`src/rtl/mem_port_arbiter_if.sv`:
```
// Request, response and memory-side bundle shared by the CPU, the loader and the arbiter.
// The master modport is the requester/memory side; the slave modport is the arbiter.
interface mem_port_arbiter_if #(
   parameter int ADDR_W = 32,
   parameter int DATA_W = 32
);
   logic              cpu_req;
   logic              cpu_we;
   logic [ADDR_W-1:0] cpu_addr;
   logic [DATA_W-1:0] cpu_wdata;
   logic [DATA_W-1:0] cpu_rdata;
   logic              cpu_ready;
   logic              cpu_stall;

   logic              ldr_req;
   logic              ldr_we;
   logic [ADDR_W-1:0] ldr_addr;
   logic [DATA_W-1:0] ldr_wdata;
   logic [DATA_W-1:0] ldr_rdata;
   logic              ldr_ready;

   logic              mem_en;
   logic              mem_we;
   logic [ADDR_W-1:0] mem_addr;
   logic [DATA_W-1:0] mem_wdata;
   logic [DATA_W-1:0] mem_rdata;

   logic              owner;
   logic              busy;

   modport master (
      output cpu_req, cpu_we, cpu_addr, cpu_wdata,
      output ldr_req, ldr_we, ldr_addr, ldr_wdata,
      output mem_rdata,
      input  cpu_rdata, cpu_ready, cpu_stall,
      input  ldr_rdata, ldr_ready,
      input  mem_en, mem_we, mem_addr, mem_wdata,
      input  owner, busy
   );

   modport slave (
      input  cpu_req, cpu_we, cpu_addr, cpu_wdata,
      input  ldr_req, ldr_we, ldr_addr, ldr_wdata,
      input  mem_rdata,
      output cpu_rdata, cpu_ready, cpu_stall,
      output ldr_rdata, ldr_ready,
      output mem_en, mem_we, mem_addr, mem_wdata,
      output owner, busy
   );
endinterface

```
`src/rtl/mem_port_arbiter.sv`:
```
// Round-robin arbiter sharing one single-port memory between CPU and loader; each access is
// IDLE -> ACCESS (WAIT_STATES+1 cycles) -> DONE (one-cycle ready); requesters hold req until ready.
module mem_port_arbiter #(
   parameter int ADDR_W      = 32,
   parameter int DATA_W      = 32,
   parameter int WAIT_STATES = 2
) (
   input logic              clk,
   input logic              rst,
   mem_port_arbiter_if.slave bus
);

   localparam int CNT_W = (WAIT_STATES < 1) ? 1 : $clog2(WAIT_STATES + 1);

   typedef enum logic [1:0] {
      S_IDLE,
      S_ACCESS,
      S_DONE
   } state_t;

   state_t            r_state;
   state_t            w_state_nxt;
   logic [CNT_W-1:0]  r_cnt;
   logic              r_we;
   logic              r_owner;
   logic              r_last_grant;
   logic [ADDR_W-1:0] r_addr;
   logic [DATA_W-1:0] r_wdata;
   logic [DATA_W-1:0] r_cpu_rdata;
   logic [DATA_W-1:0] r_ldr_rdata;

   logic              w_any_req;
   logic              w_grant_ldr;
   logic              w_last;
   logic              w_mem_en;
   logic              w_mem_we;
   logic              w_cpu_ready;
   logic              w_ldr_ready;
   logic              w_busy;

   assign w_any_req   = bus.cpu_req | bus.ldr_req;
   // Loader wins when alone, or on a tie when the CPU had the previous grant.
   assign w_grant_ldr = bus.ldr_req & (~bus.cpu_req | ~r_last_grant);
   assign w_last      = (r_cnt == '0);

   always_ff @(posedge clk or negedge rst) begin
      if (!rst) begin
         r_state <= S_IDLE;
      end else begin
         r_state <= w_state_nxt;
      end
   end

   always_comb begin
      w_state_nxt = r_state;
      w_mem_en    = 1'b0;
      w_mem_we    = 1'b0;
      w_cpu_ready = 1'b0;
      w_ldr_ready = 1'b0;
      w_busy      = 1'b0;
      case (r_state)
         S_IDLE: begin
            if (w_any_req) begin
               w_state_nxt = S_ACCESS;
            end
         end
         S_ACCESS: begin
            w_mem_en = 1'b1;
            w_mem_we = r_we;
            w_busy   = 1'b1;
            if (w_last) begin
               w_state_nxt = S_DONE;
            end
         end
         S_DONE: begin
            w_busy      = 1'b1;
            w_cpu_ready = ~r_owner;
            w_ldr_ready = r_owner;
            w_state_nxt = S_IDLE;
         end
         default: begin
            w_state_nxt = S_IDLE;
         end
      endcase
   end

   always_ff @(posedge clk or negedge rst) begin
      if (!rst) begin
         r_cnt        <= '0;
         r_we         <= 1'b0;
         r_owner      <= 1'b0;
         r_last_grant <= 1'b1;
         r_addr       <= '0;
         r_wdata      <= '0;
         r_cpu_rdata  <= '0;
         r_ldr_rdata  <= '0;
      end else begin
         case (r_state)
            S_IDLE: begin
               if (w_any_req) begin
                  r_owner      <= w_grant_ldr;
                  r_last_grant <= w_grant_ldr;
                  r_we         <= w_grant_ldr ? bus.ldr_we    : bus.cpu_we;
                  r_addr       <= w_grant_ldr ? bus.ldr_addr  : bus.cpu_addr;
                  r_wdata      <= w_grant_ldr ? bus.ldr_wdata : bus.cpu_wdata;
                  r_cnt        <= CNT_W'(WAIT_STATES);
               end
            end
            S_ACCESS: begin
               if (w_last) begin
                  if (!r_we && r_owner) begin
                     r_ldr_rdata <= bus.mem_rdata;
                  end
                  if (!r_we && !r_owner) begin
                     r_cpu_rdata <= bus.mem_rdata;
                  end
               end else begin
                  r_cnt <= r_cnt - 1'b1;
               end
            end
            default: begin
            end
         endcase
      end
   end

   assign bus.mem_en    = w_mem_en;
   assign bus.mem_we    = w_mem_we;
   assign bus.mem_addr  = r_addr;
   assign bus.mem_wdata = r_wdata;
   assign bus.cpu_rdata = r_cpu_rdata;
   assign bus.ldr_rdata = r_ldr_rdata;
   assign bus.cpu_ready = w_cpu_ready;
   assign bus.ldr_ready = w_ldr_ready;
   assign bus.cpu_stall = bus.cpu_req & ~w_cpu_ready;
   assign bus.owner     = r_owner;
   assign bus.busy      = w_busy;

endmodule

```
`src/flat_wrapper.sv`:
```
// flat-port wrapper written by rule: the top's interface ports become plain ports
module mem_port_arbiter_flat 
#(
   parameter int ADDR_W      = 32,
   parameter int DATA_W      = 32,
   parameter int WAIT_STATES = 2
)
  (clk, rst, bus_cpu_req, bus_cpu_we, bus_cpu_addr, bus_cpu_wdata, bus_ldr_req, bus_ldr_we, bus_ldr_addr, bus_ldr_wdata, bus_mem_rdata, bus_cpu_rdata, bus_cpu_ready, bus_cpu_stall, bus_ldr_rdata, bus_ldr_ready, bus_mem_en, bus_mem_we, bus_mem_addr, bus_mem_wdata, bus_owner, bus_busy);
  mem_port_arbiter_if #(.ADDR_W(ADDR_W), .DATA_W(DATA_W)) bus_i ();
  input logic clk;
  input logic rst;
  input wire logic [$bits(bus_i.cpu_req)-1:0] bus_cpu_req;
  input wire logic [$bits(bus_i.cpu_we)-1:0] bus_cpu_we;
  input wire logic [$bits(bus_i.cpu_addr)-1:0] bus_cpu_addr;
  input wire logic [$bits(bus_i.cpu_wdata)-1:0] bus_cpu_wdata;
  input wire logic [$bits(bus_i.ldr_req)-1:0] bus_ldr_req;
  input wire logic [$bits(bus_i.ldr_we)-1:0] bus_ldr_we;
  input wire logic [$bits(bus_i.ldr_addr)-1:0] bus_ldr_addr;
  input wire logic [$bits(bus_i.ldr_wdata)-1:0] bus_ldr_wdata;
  input wire logic [$bits(bus_i.mem_rdata)-1:0] bus_mem_rdata;
  output wire logic [$bits(bus_i.cpu_rdata)-1:0] bus_cpu_rdata;
  output wire logic [$bits(bus_i.cpu_ready)-1:0] bus_cpu_ready;
  output wire logic [$bits(bus_i.cpu_stall)-1:0] bus_cpu_stall;
  output wire logic [$bits(bus_i.ldr_rdata)-1:0] bus_ldr_rdata;
  output wire logic [$bits(bus_i.ldr_ready)-1:0] bus_ldr_ready;
  output wire logic [$bits(bus_i.mem_en)-1:0] bus_mem_en;
  output wire logic [$bits(bus_i.mem_we)-1:0] bus_mem_we;
  output wire logic [$bits(bus_i.mem_addr)-1:0] bus_mem_addr;
  output wire logic [$bits(bus_i.mem_wdata)-1:0] bus_mem_wdata;
  output wire logic [$bits(bus_i.owner)-1:0] bus_owner;
  output wire logic [$bits(bus_i.busy)-1:0] bus_busy;
  assign bus_i.cpu_req = bus_cpu_req;
  assign bus_i.cpu_we = bus_cpu_we;
  assign bus_i.cpu_addr = bus_cpu_addr;
  assign bus_i.cpu_wdata = bus_cpu_wdata;
  assign bus_i.ldr_req = bus_ldr_req;
  assign bus_i.ldr_we = bus_ldr_we;
  assign bus_i.ldr_addr = bus_ldr_addr;
  assign bus_i.ldr_wdata = bus_ldr_wdata;
  assign bus_i.mem_rdata = bus_mem_rdata;
  assign bus_cpu_rdata = bus_i.cpu_rdata;
  assign bus_cpu_ready = bus_i.cpu_ready;
  assign bus_cpu_stall = bus_i.cpu_stall;
  assign bus_ldr_rdata = bus_i.ldr_rdata;
  assign bus_ldr_ready = bus_i.ldr_ready;
  assign bus_mem_en = bus_i.mem_en;
  assign bus_mem_we = bus_i.mem_we;
  assign bus_mem_addr = bus_i.mem_addr;
  assign bus_mem_wdata = bus_i.mem_wdata;
  assign bus_owner = bus_i.owner;
  assign bus_busy = bus_i.busy;
  mem_port_arbiter #(.ADDR_W(ADDR_W), .DATA_W(DATA_W), .WAIT_STATES(WAIT_STATES)) u_core (.clk(clk), .rst(rst), .bus(bus_i));
endmodule
```
`config.mk`:
```
export PLATFORM = sky130hd
export DESIGN_NAME = mem_port_arbiter_flat
export DESIGN_NICKNAME = d
export VERILOG_FILES = /design/src/rtl/mem_port_arbiter_if.sv /design/src/rtl/mem_port_arbiter.sv /design/src/flat_wrapper.sv
export SDC_FILE = /design/constraint.sdc
export NUM_CORES = 1
export LEC_CHECK = 0
export ABC_AREA = 1
export CAP_MARGIN = 10
export CORE_ASPECT_RATIO = 0.6
export CORE_MARGIN = 5
export CORE_UTILIZATION = 35
export DETAILED_ROUTE_END_ITERATION = 8
export PLACE_DENSITY = 0.67
export SYNTH_ARGS = -nofsm -noshare
export SYNTH_HDL_FRONTEND = slang
export SYNTH_SLANG_ARGS = --single-unit
```
`constraint.sdc`:
```
create_clock -name clk -period 4.3 [get_ports clk]
set_input_delay 0.86 -clock clk [delete_from_list [all_inputs] [get_ports clk]]
set_output_delay 0.86 -clock clk [all_outputs]
set_load 0.05 [all_outputs]
```
==> run_results.csv <==
group,metric,value,unit
layout,fillers,1697,
placement,dp_hpwl,14700,µm
detailed_routing,vias_per_cell,4.44,
grt,antenna_found_initial,0,
detailed_routing,route.vias.total,6171,
worst_setup_path,r2r_start,"u_core.r_state[0]",
sta,max_freq,315,MHz
worst_setup_path,worst_path_max_delay_cell,"clkdlybuf4s50_1",
worst_setup_path,reg2reg_depth,7,
detailed_routing,wl_per_cell,15.0,µm
die,fp.dieH,115,µm
synthesis,yosysMostFrequentCell,"nand2_1",
grt,first_global_vias,6009,
cts,htreeDepth,4,
synthesis,synth_common_cells,"nand2_1, inv_1, nand3_1",
worst_setup_path,critPathTopFamily,"buffers and inverters",
sta,slew_headroom,0.447,
worst_setup_path,path_common_cell,"clkdlybuf4s50_1",
synthesis,ys_ff_latch,135,
placement,portBuffers,300,
synthesis,ys_types,16,
synthesis,synthArstFlopShare,1.00,
sta,hold_ws,477,ps
worst_setup_path,r2r_slack,2370,ps
grt,overflow,0,
worst_setup_path,cp-endpoint,"bus_cpu_stall",
sta,skew,13.9,ps
sta,layout_setup_ws,1130,ps
die,die_area,0.0214,mm²
die,ios,301,
cts,ctsHoldBuffers,0,
synthesis,synth_edf_count,0,
outcome,outcome,"completed",
worst_setup_path,crit_type,"in2out",
detailed_routing,drc,0,
sta,setup_viol,0,
layout,fin_util,0.564,
sta,rsz0062_at_grt,"no",
worst_setup_path,crit_start,"bus_cpu_req",
detailed_routing,postRouteAntennaNets,0,
cts,insertion_delay,410,ps
sta,worst_pin_slew,830,ps
cts,cts_tree,"yes",
cts,cts_buffers,17,
worst_setup_path,crit_arrival,2310,ps
worst_setup_path,timing.rr.end,"u_core.bus.mem_addr[2]",
synthesis,synth_seq_area_share,0.523,
grt,grtUsageTotal,0.191,
cts,post_cts_resized,0,
pwr,ir_worst_vdd,0.442,mV
worst_setup_path,cp.required,3440,ps
worst_setup_path,critPathMaxFanout,3,
synthesis,syn_area,0.00646,mm²
sta,min_period,3170,ps
synthesis,ys.warnings.count,0,
detailed_routing,routed_wl,20900,µm
cts,cts_buffer_depth,2,
sta,slew_violations,0,
worst_setup_path,start_kind,"input port",
grt,gr-max-usage-layer,"met2",
cts,clk_pin_slew,60,ps
layout,area_growth_syn_to_layout,57.9,%
layout,multi_input_area,0.00221,mm²
layout,finalNetCount,1309,
layout,register_area,0.00338,mm²
min_path,hp-start,"u_core.bus.mem_wdata[18]",
synthesis,synth_top_area_frac,0.519,
synthesis,syn_area_per_cell,7.57,µm²
min_path,hold_path.class,"reg2reg",
synthesis,ys.flop_type,"dfrtp_1",
die,dieWidth,185,µm
worst_setup_path,cp.depth,4,
grt,grt_first_pass_wirelength,32500,µm
synthesis,synthesis.nets,1027,
worst_setup_path,slowest_delay,800,ps
sta,hold_viol_final,0,
worst_setup_path,critPathBufInv,3,
synthesis,synthTopCellsByArea,"dfrtp_1, nand2_1, nand3_1, inv_1, o21ai_0",
synthesis,yosys.area.top_type,"dfrtp_1",
die,core,0.0181,mm²
detailed_routing,drt_iter0_drc,410,
layout,drive_gt1_frac,0.0444,
layout,diodes,0,
cts,cts_sinks,135,
cts,cts_setup_buffers,0,
layout,fin_cells,1389,
cts,cts-root-buf,"clkbuf_16",
detailed_routing,first_pass_iters,4,
pwr,leakage,0.00532,µW
grt,grtUsageMet1,0.258,
grt,grt_max_degree,89,
job,max_cap_viol_count,0,
grt,use_met3,0.0721,
worst_setup_path,cp-end-kind,"primary output",
placement,place_ws,1130,ps
grt,use_met2,0.297,
placement,dp_cells,1357,
die,initial_core_util,0.357,
sta,finalSetupTns,0,ps
worst_setup_path,path_cells,"clkdlybuf4s50_1 > inv_1 > nor2_1 > clkdlybuf4s50_1",
placement,place.gp.congestion,0.821,
synthesis,syn-instance-count,854,
pwr,power_density,892,mW/mm²
die,rows,38,
sta,fin_crit_sh,0.738,
## layout make-up
class                           instances  share of cell area
Tap cell                              240              0.0294
Inverter                              175              0.0643
Clock buffer                           18              0.0420
Multi-Input combinational cell        497               0.216
Clock inverter                         14              0.0162
Sequential cell                       135               0.331
Timing Repair Buffer                  310               0.301
## kinds of logic after synthesis
kind of cell,Yosys count,synth area share
buffers and inverters,222,0.138
adder cells (fa/ha/maj),7,0.0135
AO/OA/AOI/OAI,64,0.0495
flip-flops,135,0.523
AND/OR/NAND/NOR,426,0.277
## worst min-delay path by stage
| stage | to | slack, ps | cells after the start |
|---|---|---|---|
| 2_1_floorplan | u_core.r_cnt[1] | 440 | 2 |
| 3_3_place_gp | u_core.r_cnt[1] | 460 | 2 |
| 3_5_place_dp | u_core.bus.mem_wdata[14] | 470 | 2 |
| 4_1_cts | u_core.r_cnt[1] | 480 | 2 |
| 5_1_grt | u_core.bus.mem_addr[23] | 490 | 2 |
| 6_report | u_core.bus.mem_wdata[18] | 480 | 2 |
## layout by cell type (no fill, tap or decap), types with 4 or more instances in the layout
master / Yosys / routed
ha_1: 7 / 7
clkdlybuf4s50_1: 0 / 298
nand2_1: 280 / 278
dfrtp_1: 134 / 134
nor2_1: 7 / 7
clkbuf_16: 0 / 17
nand3_1: 135 / 135
clkinvlp_4: 0 / 4
inv_6: 0 / 5
buf_4: 7 / 10
o21ai_0: 64 / 64
inv_1: 174 / 174
## per-stage QoR
stage,power (µW),cell area (µm²)
floorplan,5770,6460
global placement,7640,9620
detailed placement,7690,9620
CTS,9220,10200
global route,9630,10200
finish,9110,10200
## metal layers
| metal | up-vias | part of all wire |
|---|---|---|
| met3 | 10 | 0.11 |
| met4 | 0 | 0.0063 |
| li1 | 3133 | - |
| met2 | 211 | 0.44 |
| met5 | - | 0 |
| met1 | 2817 | 0.45 |
## worst register-to-register path: stages (launching register included)
cell     delay (ps)
dfrtp_1         420
inv_1           120
ha_1            220
inv_1            80
nor2_4          110
buf_4           600
nand3_1         220
nand2_1         100
## report_power, final
part	switching, µW	leakage [µW]	internal [µW]	total [µW]
Clock	616	0.000278	874	1490
Combinational	3650	0.00343	1670	5320
Sequential	358	0.00162	1930	2290
Total	4630	0.00532	4480	9110
## state kept, by name, summed over array words and instances, names as in the netlist
signal                count
u_core.bus.cpu_rdata     32
u_core.r_cnt              2
u_core.bus.owner          1
u_core.r_state            2
u_core.bus.mem_wdata     32
u_core.r_we               1
u_core.bus.mem_addr      32
u_core.bus.ldr_rdata     32
u_core.r_last_grant       1
Note: power is estimated with default switching activity, not from simulation.
